[src/rtl/chroni_pixel_out_pkg.sv]
// Shared constants and types for the chroni pixel output stage:
// RGB565 field positions, palette geometry and palette-write FSM states.
package chroni_pixel_out_pkg;

   localparam int R_MSB = 15;
   localparam int R_LSB = 11;
   localparam int G_MSB = 10;
   localparam int G_LSB = 5;
   localparam int B_MSB = 4;
   localparam int B_LSB = 0;

   localparam int PAL_ENTRIES = 256;
   localparam int PAL_AW      = $clog2(PAL_ENTRIES);

   typedef enum logic {
      PAL_IDLE = 1'b0,
      PAL_HOLD = 1'b1
   } pal_state_t;

   typedef struct packed {
      logic [R_MSB-R_LSB:0] r;
      logic [G_MSB-G_LSB:0] g;
      logic [B_MSB-B_LSB:0] b;
   } rgb565_t;

   function automatic rgb565_t split_rgb565(input logic [15:0] c);
      rgb565_t v;
      v.r = c[R_MSB:R_LSB];
      v.g = c[G_MSB:G_LSB];
      v.b = c[B_MSB:B_LSB];
      return v;
   endfunction

endpackage

[src/rtl/chroni_palette_ram.sv]
// 256x16 palette store: one write port, one registered read port.
// A read and write to the same address on one edge returns the old data.
module chroni_palette_ram
   import chroni_pixel_out_pkg::*;
(
   input  logic              i_clk,
   input  logic              i_we,
   input  logic [PAL_AW-1:0] i_waddr,
   input  logic [15:0]       i_wdata,
   input  logic [PAL_AW-1:0] i_raddr,
   output logic [15:0]       o_rdata
);

   logic [15:0] r_mem [PAL_ENTRIES];
   logic [15:0] r_rdata;

   always_ff @(posedge i_clk) begin
      if (i_we) begin
         r_mem[i_waddr] <= i_wdata;
      end
      r_rdata <= r_mem[i_raddr];
   end

   assign o_rdata = r_rdata;

endmodule

[src/rtl/chroni_pixel_out.sv]
// Final chroni video stage: palette lookup, border/blank mux, sync polarity,
// tear-free deferred palette writes, and the vblank pulse / frame counter.
module chroni_pixel_out
   import chroni_pixel_out_pkg::*;
#(
   parameter int PAL_DEFER  = 1,
   parameter int FRAME_BITS = 16
)
(
   input  logic                  vga_clk,
   input  logic                  reset_n,
   input  logic                  de_in,
   input  logic                  pf_in,
   input  logic                  hs_act_in,
   input  logic                  vs_act_in,
   input  logic                  h_pol,
   input  logic                  v_pol,
   input  logic [7:0]            pixel_in,
   input  logic                  border_we,
   input  logic [15:0]           border_data,
   input  logic                  pal_we,
   input  logic [7:0]            pal_addr,
   input  logic [15:0]           pal_data,
   output logic                  pal_ready,
   output logic                  vga_hs,
   output logic                  vga_vs,
   output logic [4:0]            vga_r,
   output logic [5:0]            vga_g,
   output logic [4:0]            vga_b,
   output logic                  vblank_pulse,
   output logic [FRAME_BITS-1:0] frame_cnt
);

   pal_state_t        r_state;
   pal_state_t        w_state_next;
   logic [7:0]        r_hold_addr;
   logic [15:0]       r_hold_data;
   logic              w_capture;
   logic              w_ram_we;
   logic [7:0]        w_ram_addr;
   logic [15:0]       w_ram_data;
   logic [15:0]       w_pal_q;

   logic              r_de_d;
   logic              r_pf_d;
   logic              r_hs_d;
   logic              r_vs_d;
   logic [15:0]       r_border;
   logic [15:0]       r_border_d;
   logic [15:0]       w_color;
   rgb565_t           w_rgb;
   logic              w_vs_rise;

   logic [4:0]        r_r;
   logic [5:0]        r_g;
   logic [4:0]        r_b;
   logic              r_hs;
   logic              r_vs;
   logic              r_vblank;
   logic [FRAME_BITS-1:0] r_frame_cnt;

   chroni_palette_ram u_pal_ram (
      .i_clk   (vga_clk),
      .i_we    (w_ram_we),
      .i_waddr (w_ram_addr),
      .i_wdata (w_ram_data),
      .i_raddr (pixel_in),
      .o_rdata (w_pal_q)
   );

   always_ff @(posedge vga_clk) begin
      if (!reset_n) begin
         r_state <= PAL_IDLE;
      end else begin
         r_state <= w_state_next;
      end
   end

   always_ff @(posedge vga_clk) begin
      if (w_capture) begin
         r_hold_addr <= pal_addr;
         r_hold_data <= pal_data;
      end
   end

   // A write arriving during active display is parked until blanking so a line never tears.
   always_comb begin
      w_state_next = r_state;
      w_capture    = 1'b0;
      w_ram_we     = 1'b0;
      w_ram_addr   = pal_addr;
      w_ram_data   = pal_data;
      case (r_state)
         PAL_IDLE: begin
            if (pal_we) begin
               if (de_in && (PAL_DEFER != 0)) begin
                  w_capture    = 1'b1;
                  w_state_next = PAL_HOLD;
               end else begin
                  w_ram_we = 1'b1;
               end
            end
         end
         PAL_HOLD: begin
            if (!de_in) begin
               w_ram_we     = 1'b1;
               w_ram_addr   = r_hold_addr;
               w_ram_data   = r_hold_data;
               w_state_next = PAL_IDLE;
            end
         end
         default: w_state_next = PAL_IDLE;
      endcase
      if (!reset_n) begin
         w_ram_we = 1'b0;
      end
   end

   // Border is delayed with the pixel so a border change applies only to later pixels.
   assign w_color   = r_de_d ? (r_pf_d ? w_pal_q : r_border_d) : 16'h0000;
   assign w_rgb     = split_rgb565(w_color);
   assign w_vs_rise = vs_act_in & ~r_vs_d;

   always_ff @(posedge vga_clk) begin
      if (!reset_n) begin
         r_de_d      <= 1'b0;
         r_pf_d      <= 1'b0;
         r_hs_d      <= 1'b0;
         r_vs_d      <= 1'b0;
         r_border    <= 16'h0000;
         r_border_d  <= 16'h0000;
         r_r         <= '0;
         r_g         <= '0;
         r_b         <= '0;
         r_hs        <= ~h_pol;
         r_vs        <= ~v_pol;
         r_vblank    <= 1'b0;
         r_frame_cnt <= '0;
      end else begin
         if (border_we) begin
            r_border <= border_data;
         end
         r_de_d     <= de_in;
         r_pf_d     <= pf_in;
         r_hs_d     <= hs_act_in;
         r_vs_d     <= vs_act_in;
         r_border_d <= r_border;
         r_r        <= w_rgb.r;
         r_g        <= w_rgb.g;
         r_b        <= w_rgb.b;
         r_hs       <= r_hs_d ? h_pol : ~h_pol;
         r_vs       <= r_vs_d ? v_pol : ~v_pol;
         r_vblank   <= w_vs_rise;
         if (w_vs_rise) begin
            r_frame_cnt <= r_frame_cnt + FRAME_BITS'(1);
         end
      end
   end

   assign pal_ready    = (r_state == PAL_IDLE);
   assign vga_r        = r_r;
   assign vga_g        = r_g;
   assign vga_b        = r_b;
   assign vga_hs       = r_hs;
   assign vga_vs       = r_vs;
   assign vblank_pulse = r_vblank;
   assign frame_cnt    = r_frame_cnt;

endmodule

[config.mk]
export PLATFORM = sky130hd
export DESIGN_NAME = chroni_pixel_out
export DESIGN_NICKNAME = d
export VERILOG_FILES = /design/src/rtl/chroni_pixel_out_pkg.sv /design/src/rtl/chroni_palette_ram.sv /design/src/rtl/chroni_pixel_out.sv
export SDC_FILE = /design/constraint.sdc
export NUM_CORES = 2
export LEC_CHECK = 0
export CORE_ASPECT_RATIO = 1.2
export CORE_UTILIZATION = 50
export CTS_CLUSTER_DIAMETER = 40
export DETAILED_ROUTE_END_ITERATION = 10
export GPL_ROUTABILITY_DRIVEN = 0
export PLACE_DENSITY = 0.65
export SLEW_MARGIN = 15
export SYNTH_ARGS = -nofsm -noshare
export SYNTH_HDL_FRONTEND = slang
export SYNTH_SLANG_ARGS = --single-unit
[constraint.sdc]
create_clock -name vga_clk -period 7.75 [get_ports vga_clk]
set_input_delay 1.1625 -clock vga_clk [delete_from_list [all_inputs] [get_ports vga_clk]]
set_output_delay 1.1625 -clock vga_clk [all_outputs]
set_load 0.1 [all_outputs]
==> results.json <==
{
  "synth_cell_types": 62,
  "yosys_warnings": 0,
  "critPathMaxFanout": 44,
  "vias": 81960,
  "tightest_slew_ns": 1.56,
  "initial_core_util_pct": 50.2,
  "hold_path_end": "vga_g[1]$_SDFF_PN0_",
  "grt.total_usage_pct": 25.9,
  "htree_levels": 5,
  "critical_path.top_delay_family": "simple AND/OR/NAND/NOR gates",
  "firstDrtPassIters": 6,
  "cts_tree": "yes",
  "r2r_cells": 6,
  "fill_cells": 23356,
  "grt_pass1_vias": 81198,
  "r2r_setup_slack_ns": 3.18,
  "drt_iter0_drc": 10475,
  "cts_made_buffers": 460,
  "reg2reg_to": "u_pal_ram.r_mem[176][2]$_DFFE_PP_",
  "slew_headroom_pct": -4.15,
  "slowest_delay_ns": 1.16,
  "place.detailed.hpwl_um": 256000,
  "drc": 0,
  "fp.dieH_um": 627,
  "fp.coreArea_mm2": 0.324,
  "grt_pass1_wl_um": 602000,
  "hold_start": "r_border_d[6]$_SDFF_PN0_",
  "setup_tns_ns": 0,
  "clk_latency_ns": 0.96,
  "final_hold_viol_count": 0,
  "grt_setup_unrepaired": "no",
  "cp-end-kind": "flop",
  "status": "finished with violations",
  "period_needed_ns": 5.20,
  "p_leak_nw": 59.3,
  "synthArstFlopShare_pct": 0,
  "stdcell_area_mm2": 0.185,
  "crit_slowest_cell": "nand3_2",
  "timing.hold.ws_ns": 0.463,
  "r2r_start": "r_state$_SDFF_PN0_",
  "detail-route-antenna-nets": 0,
  "min_path_cells": 2,
  "dieArea_mm2": 0.328,
  "dpl_cell_area_mm2": 0.170,
  "cap_violations": 0,
  "synth_ff_type": "edfxtp_1",
  "netlist_instances": 7857,
  "area_delta_synth_final_pct": 13.7,
  "synth_nets": 7916,
  "synth-seq-cells": 4208,
  "placementRows": 229,
  "crit_type": "input port to flop",
  "cts_resized": 0,
  "cts_hold_buf": 0,
  "synth_common_cells": "4120 x edfxtp_1, 769 x mux4_2, 669 x mux2i_1, 293 x nor2_1, 267 x nand2_1",
  "drt_wl_total_um": 426000,
  "cts_sinks": 4208,
  "ys_seq_area_share_pct": 77.1,
  "die_x_um": 523,
  "clk_pin_slew_ns": 0.06,
  "peakVddDrop_uv": 208,
  "syn_area_per_cell_um2": 20.7,
  "synth_top_cell_by_area": "edfxtp_1",
  "cp-start-kind": "input port",
  "period_share_pct": 67.1,
  "post-cts-setup-buffers": 0,
  "arrival_ns": 5.78,
  "nNetsFinal": 8378,
  "utilization_pct": 57.1,
  "overflow": 0,
  "crit_buf_inv": 1,
  "num_io_pins": 94,
  "hold_class": "flop to flop",
  "required_ns": 8.33,
  "setup_violations": 0,
  "synth_area_leaders": "edfxtp_1 76%, mux4_2 11%, mux2i_1 4.1%",
  "synth_most_common_cell": "edfxtp_1",
  "p_per_area_mw_per_mm2": 270,
  "cp_cell_sequence": "clkdlybuf4s50_1, nand2b_2, or3_1, o31ai_1, nand3_2, nor2_2",
  "synth_top_area_share_pct": 76.0,
  "synth_edf_count": 4120,
  "grt_antenna_before_repair": 32,
  "violations": "max-slew violations",
  "syn_area_mm2": 0.163,
  "grt_max_degree": 194,
  "via_per_inst": 6.32,
  "wl_per_cell_um": 32.8,
  "report.final.slew_viol_count": 36,
  "drive_gt1_share_pct": 22.9,
  "placement.io_buffers": 93,
  "clock_skew_ns": 0.0869,
  "fmax_mhz": 192,
  "cts_buffer_depth": 4,
  "cts_root_buf": "clkbuf_16"
}
cell families (layout without fill, tap and decap cells):
group                    Yosys count  in the layout  share of synthesized area (%)
XOR/XNOR                          11             11                         0.0592
flip-flops                      4208           4208                           77.1
buffers and inverters            474           1316                           2.01
other                              0              5                              0
adder cells (fa/ha/maj)            1              1                        0.00768
AND/OR/NAND/NOR                  898            898                           2.53
AO/OA/AOI/OAI                    819            819                           3.47
multiplexers                    1446           1446                           14.9
per-stage QoR:
stage          power, W  setup WS (ns)  cells
2_1_floorplan    0.0273           1.85   7857
3_5_place_dp     0.0282           1.65  12129
4_1_cts          0.0502           2.67  12971
6_report         0.0499           2.55  12977
5_1_grt          0.0511           2.49  12973
3_3_place_gp     0.0281           1.79  12128
metal layers:
metal  global-route usage (%)  up-vias  share of wire, %
li1                         -    33812                 -
met1                     34.2    43202                37
met2                     42.2     4157                49
met3                     4.55      763               8.6
met4                     11.5       26               5.0
met5                        0        -             0.041
worst min-delay path, delay by kind of cell, from the launching register on:
kind             cells  cell delay, ns
flip-flops           1            0.30
multiplexers         1            0.06
AND/OR/NAND/NOR      1            0.07
placed cells by master (no fill, tap or decap), drive strengths merged, types with 5 or more instances in the layout:
cell type	Yosys	layout
or3	14	14
dfxtp	88	88
a211oi	6	6
clkdlybuf4s50	0	86
nor3	117	117
nand2	267	267
inv	4	61
o31ai	8	8
mux4	776	776
nor4	40	40
and2	34	34
nor2	293	293
xnor2	8	8
edfxtp	4120	4120
nor2b	23	23
buf	266	382
a22o	16	16
bufinv	0	60
diode	0	5
nand3	48	48
a21boi	6	6
clkbuf	204	525
o21ai	64	64
mux2i	669	669
nand3b	8	8
a21oi	209	209
a22oi	38	38
clkinvlp	0	38
nand2b	17	17
nand4	17	17
o221ai	265	265
and3	5	5
clkinv	0	164
o22ai	184	184
where the power goes:
group          internal (W)  total (W)  switching, W
sequential           0.0252     0.0252     0.0000474
clock                0.0132     0.0222       0.00905
combinational      0.000763    0.00250       0.00174
layout make-up:
class	count	area, um2	area share [%]
Tap cell	4273	5350	2.89
Sequential cell	4208	125000	67.8
Multi-Input combinational cell	3175	34500	18.6
Clock buffer	523	11900	6.45
Clock inverter	319	3600	1.95
Antenna cell	5	12.5	0.00676
Inverter	4	27.5	0.0149
Timing Repair Buffer	470	4280	2.31
registers in the layout, indices dropped and copies added (netlist names):
signal / flops
r_border_d: 16
u_pal_ram.o_rdata: 16
r_pf_d: 1
vblank_pulse: 1
r_state: 1
r_de_d: 1
vga_hs: 1
r_vs_d: 1
vga_g: 6
r_border: 16
vga_b: 5
r_hs_d: 1
frame_cnt: 16
u_pal_ram.r_mem: 4096
vga_vs: 1
r_hold_addr: 8
r_hold_data: 16
vga_r: 5
worst max-delay path by stage:
stage / start / to / slack [ns] / depth (start not counted)
global route: de_in / u_pal_ram.r_mem[28][5]$_DFFE_PP_ / 2.49 / 7
floorplan: de_in / u_pal_ram.r_mem[0][10]$_DFFE_PP_ / 1.85 / 6
global placement: de_in / u_pal_ram.r_mem[176][0]$_DFFE_PP_ / 1.79 / 6
detailed placement: de_in / u_pal_ram.r_mem[176][2]$_DFFE_PP_ / 1.65 / 6
finish: de_in / u_pal_ram.r_mem[176][2]$_DFFE_PP_ / 2.55 / 6
CTS: de_in / u_pal_ram.r_mem[176][9]$_DFFE_PP_ / 2.67 / 6
No activity file was read; power rests on OpenSTA's default activity.
